File: src/rtl/dmem_port_arbiter.sv
// Data-memory port B arbiter: CPU has fixed priority, the debug/loader master may lock the port
// for bursts, and the CPU can break a lock once it has been kept waiting for STARVE_MAX cycles.
module dmem_port_arbiter #(
   parameter int DATA_W     = 16,
   parameter int ADDR_W     = 9,
   parameter int STARVE_MAX = 15
) (
   input  logic              clk,
   input  logic              rst_n,
   input  logic              cpu_req,
   input  logic              cpu_we,
   input  logic [ADDR_W-1:0] cpu_addr,
   input  logic [DATA_W-1:0] cpu_wdata,
   output logic              cpu_gnt,
   output logic              cpu_rvalid,
   output logic [DATA_W-1:0] cpu_rdata,
   input  logic              dbg_req,
   input  logic              dbg_we,
   input  logic [ADDR_W-1:0] dbg_addr,
   input  logic [DATA_W-1:0] dbg_wdata,
   input  logic              dbg_lock,
   output logic              dbg_gnt,
   output logic              dbg_rvalid,
   output logic [DATA_W-1:0] dbg_rdata,
   output logic              mem_en,
   output logic              mem_we,
   output logic [ADDR_W-1:0] mem_addr,
   output logic [DATA_W-1:0] mem_din,
   input  logic [DATA_W-1:0] mem_dout,
   output logic              locked
);

   localparam int SW = $clog2(STARVE_MAX + 1);

   localparam logic [0:0] ST_NORMAL = 1'b0;
   localparam logic [0:0] ST_LOCKED = 1'b1;

   logic [0:0]        r_state;
   logic [SW-1:0]     r_starve_cnt;
   logic              r_cpu_gnt;
   logic              r_dbg_gnt;
   logic              r_mem_en;
   logic              r_mem_we;
   logic [ADDR_W-1:0] r_mem_addr;
   logic [DATA_W-1:0] r_mem_din;
   logic              r_cpu_rvalid;
   logic              r_dbg_rvalid;
   logic [DATA_W-1:0] r_cpu_rdata;
   logic [DATA_W-1:0] r_dbg_rdata;

   logic              w_cpu_elig;
   logic              w_dbg_elig;
   logic              w_lock_held;
   logic              w_starved;
   logic              w_cpu_win;
   logic              w_dbg_win;
   logic [0:0]        w_state_nxt;
   logic [SW-1:0]     w_cnt_nxt;

   // A master granted this cycle still shows req; it must not be re-granted at once.
   assign w_cpu_elig  = cpu_req & ~r_cpu_gnt;
   assign w_dbg_elig  = dbg_req & ~r_dbg_gnt;
   assign w_lock_held = (r_state == ST_LOCKED) & dbg_lock;
   assign w_starved   = (r_starve_cnt == SW'(STARVE_MAX));

   always_comb begin
      w_cpu_win   = 1'b0;
      w_dbg_win   = 1'b0;
      w_state_nxt = r_state;
      w_cnt_nxt   = r_starve_cnt;
      if (w_lock_held) begin
         if (w_cpu_elig && w_starved) begin
            w_cpu_win = 1'b1;
         end else begin
            w_dbg_win = w_dbg_elig;
         end
         if (w_cpu_win || !cpu_req) begin
            w_cnt_nxt = '0;
         end else if (!r_cpu_gnt && !w_starved) begin
            w_cnt_nxt = r_starve_cnt + 1'b1;
         end
      end else begin
         // Dropping dbg_lock while LOCKED is arbitrated exactly like NORMAL.
         if (w_cpu_elig) begin
            w_cpu_win = 1'b1;
         end else begin
            w_dbg_win = w_dbg_elig;
         end
         w_state_nxt = (w_dbg_win && dbg_lock) ? ST_LOCKED : ST_NORMAL;
         w_cnt_nxt   = '0;
      end
   end

   always_ff @(posedge clk or negedge rst_n) begin
      if (!rst_n) begin
         r_state      <= ST_NORMAL;
         r_starve_cnt <= '0;
         r_cpu_gnt    <= 1'b0;
         r_dbg_gnt    <= 1'b0;
         r_mem_en     <= 1'b0;
         r_mem_we     <= 1'b0;
         r_mem_addr   <= '0;
         r_mem_din    <= '0;
         r_cpu_rvalid <= 1'b0;
         r_dbg_rvalid <= 1'b0;
         r_cpu_rdata  <= '0;
         r_dbg_rdata  <= '0;
      end else begin
         r_state      <= w_state_nxt;
         r_starve_cnt <= w_cnt_nxt;
         r_cpu_gnt    <= w_cpu_win;
         r_dbg_gnt    <= w_dbg_win;
         r_mem_en     <= w_cpu_win | w_dbg_win;
         r_mem_we     <= (w_cpu_win & cpu_we) | (w_dbg_win & dbg_we);
         if (w_cpu_win) begin
            r_mem_addr <= cpu_addr;
            r_mem_din  <= cpu_wdata;
         end else if (w_dbg_win) begin
            r_mem_addr <= dbg_addr;
            r_mem_din  <= dbg_wdata;
         end
         // The grant pulse doubles as the owner tag for the read returning next cycle.
         r_cpu_rvalid <= r_cpu_gnt & ~r_mem_we;
         r_dbg_rvalid <= r_dbg_gnt & ~r_mem_we;
         if (r_cpu_rvalid) begin
            r_cpu_rdata <= mem_dout;
         end
         if (r_dbg_rvalid) begin
            r_dbg_rdata <= mem_dout;
         end
      end
   end

   assign cpu_gnt    = r_cpu_gnt;
   assign dbg_gnt    = r_dbg_gnt;
   assign cpu_rvalid = r_cpu_rvalid;
   assign dbg_rvalid = r_dbg_rvalid;
   assign cpu_rdata  = r_cpu_rvalid ? mem_dout : r_cpu_rdata;
   assign dbg_rdata  = r_dbg_rvalid ? mem_dout : r_dbg_rdata;
   assign mem_en     = r_mem_en;
   assign mem_we     = r_mem_we;
   assign mem_addr   = r_mem_addr;
   assign mem_din    = r_mem_din;
   assign locked     = (r_state == ST_LOCKED);

endmodule

File: config.mk
export PLATFORM = sky130hd
export DESIGN_NAME = dmem_port_arbiter
export DESIGN_NICKNAME = d
export VERILOG_FILES = /design/src/rtl/dmem_port_arbiter.sv
export SDC_FILE = /design/constraint.sdc
export NUM_CORES = 1
export LEC_CHECK = 0
export BUFFER_PORTS_ARGS = -buffer_cell sky130_fd_sc_hd__buf_4
export CORE_MARGIN = 2
export CORE_UTILIZATION = 47
export CTS_CLUSTER_SIZE = 28
export DETAILED_ROUTE_END_ITERATION = 10
export GPL_TIMING_DRIVEN = 1
export MAX_ROUTING_LAYER = met4
export PLACE_DENSITY = 0.8
export SYNTH_ARGS = -nofsm -noshare
export SYNTH_HDL_FRONTEND = slang
export SYNTH_SLANG_ARGS = --single-unit
File: constraint.sdc
create_clock -name clk -period 1.8 [get_ports clk]
set_input_delay 0.18 -clock clk [delete_from_list [all_inputs] [get_ports clk]]
set_output_delay 0.18 -clock clk [all_outputs]
set_load 0.02 [all_outputs]
==> flow_summary.rst <==
.. list-table::
   :header-rows: 1

   * - Metric
     - Value
   * - Outcome
     - completed
   * - Clock latency on the worst-skew pair
     - 340 ps
   * - Inserted Clock Buffers
     - 9
   * - Worst min-delay path category
     - in2reg
   * - Average routed wire per standard cell
     - 16.6 um
   * - Post-Syn Area
     - ~3000 um^2
   * - DPL Wire Length
     - 5080 um
   * - Final critical delay including setup and external delays
     - about 1700 ps
   * - Initial Utilization
     - 0.479
   * - CP Data Arrival Time
     - 1470 ps
   * - Yosys warning count
     - 0
   * - Worst IR Drop VDD
     - 870 uV
   * - Setup fix buffers added after clock tree synthesis
     - 0
   * - Worst-case clock buffer depth
     - 2
   * - Die Span Y
     - 83.7 um
   * - Kind of end point of the critical path
     - primary output
   * - Maximum number of pins on one net before global-route repair
     - 37
   * - Per-instance average area after synthesis
     - 15.6 um^2
   * - CTS tree
     - done
   * - # H-tree levels
     - 3
   * - Vias in the first global route
     - 2,258
   * - Routed Antenna Nets
     - 0
   * - Post-Place Cells
     - between 300 and 400
   * - Count of maximum capacitance violations
     - 0
   * - Final net count
     - 407
   * - Pre-CTS worst setup slack
     - 171 ps
   * - 1st-pass router iterations
     - 4
   * - Area of the core
     - 6240 um^2
   * - Number of instances in the synthesized netlist
     - 191
   * - CP Launch Type
     - register
   * - Total wire length after detailed routing
     - just under 7000 um
   * - Setup TNS after final layout
     - 0 ps
   * - Antenna violations before repair
     - 0
   * - Port Buffer Count
     - 136
   * - Drc violations
     - 0
   * - Area delta synth->final
     - 45.5%
   * - I/O pin total
     - 137
   * - Ratio of cells with drive above 1 in the final layout
     - 0.716
   * - Pin slew with the least headroom to its limit
     - approximately 500 ps
   * - Post-CTS clock slew at the launch and capture registers of the worst setup and hold paths
     - 70 ps
   * - Number of nets produced by synthesis
     - 265
   * - Tcrit/Tclk final
     - 0.918
   * - Core Rows
     - 29
   * - Unique cell type count in the Yosys netlist
     - 25
   * - TritonCTS Sinks
     - slightly below 70
   * - Fin cells
     - 415
   * - Global-route usage over all layers
     - 0.213
   * - Total number of vias
     - 2,047
   * - Met3 Usage GRT
     - 0.0722
   * - Number of synthesized register bits
     - 68
   * - Final weighted congestion in routability-driven placement
     - just under 0.8
   * - Clock root buffer master
     - sky130_fd_sc_hd__clkbuf_8
   * - Setup violators final
     - 0
   * - M1 GR Usage
     - 0.269
   * - Layout Skew
     - 6.44 ps
   * - Worst slew margin relative to its limit
     - 0.668
   * - Min setup slack post-route
     - 147 ps
   * - Final Hold Viols
     - 0
   * - Most common library cell in the layout ignoring fill and taps
     - sky130_fd_sc_hd__buf_4
   * - Static Leak
     - 2.13 nW
   * - Upper clock frequency limit
     - around 600 MHz
   * - GR Util met2
     - 0.324
   * - Commonest cells after routing, fill and taps aside
     - sky130_fd_sc_hd__buf_4 (138), sky130_fd_sc_hd__dfrtp_1 (68), sky130_fd_sc_hd__mux2_2 (65)
   * - Seq/Total Area, Yosys
     - 0.570
   * - Required time of the critical path
     - around 1600 ps
   * - Busiest metal layer after global routing
     - met2
   * - Areal power density over the cells
     - 1220 nW/um^2
   * - Via density per instance
     - 4.93
   * - Highest net fanout along the worst path
     - 17
   * - Setup repair after global routing missed its margin
     - no
   * - Crit path kind
     - reg2out
   * - Filler Cell Count
     - 456
   * - Violation count after the first detailed-routing iteration
     - 62
   * - Die Outline Area
     - 7010 um^2
   * - Width of the die
     - 83.7 um
   * - First-pass GRT wire length
     - 11,300 um
   * - Max-slew violations
     - 0
   * - Number of antenna repair diodes
     - 0
   * - Total global routing overflow
     - 0
cells in the mapped netlist:
cell type / instances / area, um^2
sky130_fd_sc_hd__ha_1: 1 / 12.5
sky130_fd_sc_hd__a31o_1: 1 / 8.76
sky130_fd_sc_hd__nand3_2: 1 / 10.0
sky130_fd_sc_hd__nand4b_1: 1 / 8.76
sky130_fd_sc_hd__nand3_1: 1 / 5.00
sky130_fd_sc_hd__inv_1: 2 / 7.51
sky130_fd_sc_hd__nor2b_1: 4 / 25.0
sky130_fd_sc_hd__nor2_1: 5 / 18.8
sky130_fd_sc_hd__nor3_1: 1 / 5.00
sky130_fd_sc_hd__xnor2_1: 1 / 8.76
sky130_fd_sc_hd__nand2b_4: 2 / 27.5
sky130_fd_sc_hd__buf_2: 2 / 10.0
sky130_fd_sc_hd__xor2_1: 1 / 8.76
sky130_fd_sc_hd__buf_6: 2 / 22.5
sky130_fd_sc_hd__mux2_4: 18 / 270
sky130_fd_sc_hd__and2b_1: 1 / 7.51
sky130_fd_sc_hd__clkbuf_1: 3 / 11.3
sky130_fd_sc_hd__buf_12: 2 / 40.0
sky130_fd_sc_hd__buf_4: 1 / 7.51
sky130_fd_sc_hd__mux2_2: 65 / 732
sky130_fd_sc_hd__nand2_1: 3 / 11.3
sky130_fd_sc_hd__o21ai_0: 2 / 10.0
sky130_fd_sc_hd__a21oi_1: 2 / 10.0
sky130_fd_sc_hd__o21a_1: 1 / 7.51
sky130_fd_sc_hd__dfrtp_1: 68 / 1700
metrics by stage:
stage               utilization  total power [mW]  cell area [um^2]  hold slack [ps]
floorplan                     -              2.96              2990             -116
detailed placement        0.652              3.71              4070              174
global placement          0.652              3.65              4070              168
finish                    0.697              5.28              4350             67.4
global route              0.697              5.54              4350             51.2
CTS                       0.697              5.35              4350             54.8
critical path: stages, from the launching register on:
cell and delay, ps:
sky130_fd_sc_hd__dfrtp_1 320, sky130_fd_sc_hd__buf_4 250, sky130_fd_sc_hd__mux2_2 390, sky130_fd_sc_hd__buf_4 160
repair_timing:
action	4_1_cts	5_1_grt
hold buffers	1	0
endpoints found under the hold margin	35	0
endpoints found under the setup margin	0	0
resized for setup	0	0
final timing paths:
path | start | to | slack [ps] | depth (start not counted)
worst max-delay path | dbg_rvalid$_DFF_PN0_ | dbg_rdata[7] | 150 | 3
worst min-delay path | cpu_addr[2] | mem_addr[2]$_DFFE_PN0P_ | 70 | 2
worst max register to register | r_starve_cnt[0]$_DFFE_PN0P_ | mem_din[15]$_DFFE_PN0P_ | 160 | 5
min in group asynchronous | rst_n | r_cpu_rdata[10]$_DFF_PN0_ | 350 | 2
worst min register to register | mem_we$_DFF_PN0_ | cpu_rvalid$_DFF_PN0_ | 460 | 1
max in group asynchronous | rst_n | mem_din[10]$_DFFE_PN0P_ | 910 | 3
layout make-up:
cell class / instances / area, um^2 / share of cell area
Clock inverter: 3 / 90.1 / 0.0207
Tap cell: 77 / 96.3 / 0.0222
Sequential cell: 68 / 1700 / 0.391
Timing Repair Buffer: 141 / 1090 / 0.250
Inverter: 2 / 7.51 / 0.00173
Multi-Input combinational cell: 111 / 1190 / 0.273
Clock buffer: 13 / 179 / 0.0412
flip-flops by register name, indices dropped and copies added (netlist names), 4 cells and up:
| name | count |
|---|---|
| r_starve_cnt | 4 |
| mem_din | 16 |
| r_dbg_rdata | 16 |
| r_cpu_rdata | 16 |
| mem_addr | 9 |
metal layers:
metal / wire length, um / part of all wire
met4: 137 / 0.020
met1: 2810 / 0.41
met5: 0 / 0
met3: 526 / 0.077
met2: 3400 / 0.49
power breakdown:
part,switching [mW],total (mW),leakage [nW],internal [mW]
Combinational,0.831,1.72,1.18,0.887
Clock,0.547,1.62,0.136,1.07
Sequential,0.114,1.95,0.812,1.83
logic make-up (layout without fill, tap and decap cells):
family | count (synthesis) | after routing | synth area share
adders and majority gates | 1 | 1 | 0.00419
and+or+nand+nor | 19 | 19 | 0.0398
xor gates and xnor gates | 2 | 2 | 0.00586
DFF | 68 | 68 | 0.570
muxes | 83 | 83 | 0.335
AOI/OAI and AO/OA | 6 | 6 | 0.0121
buffers and inverters | 12 | 159 | 0.0331
No activity file was read; power rests on OpenSTA's default activity.
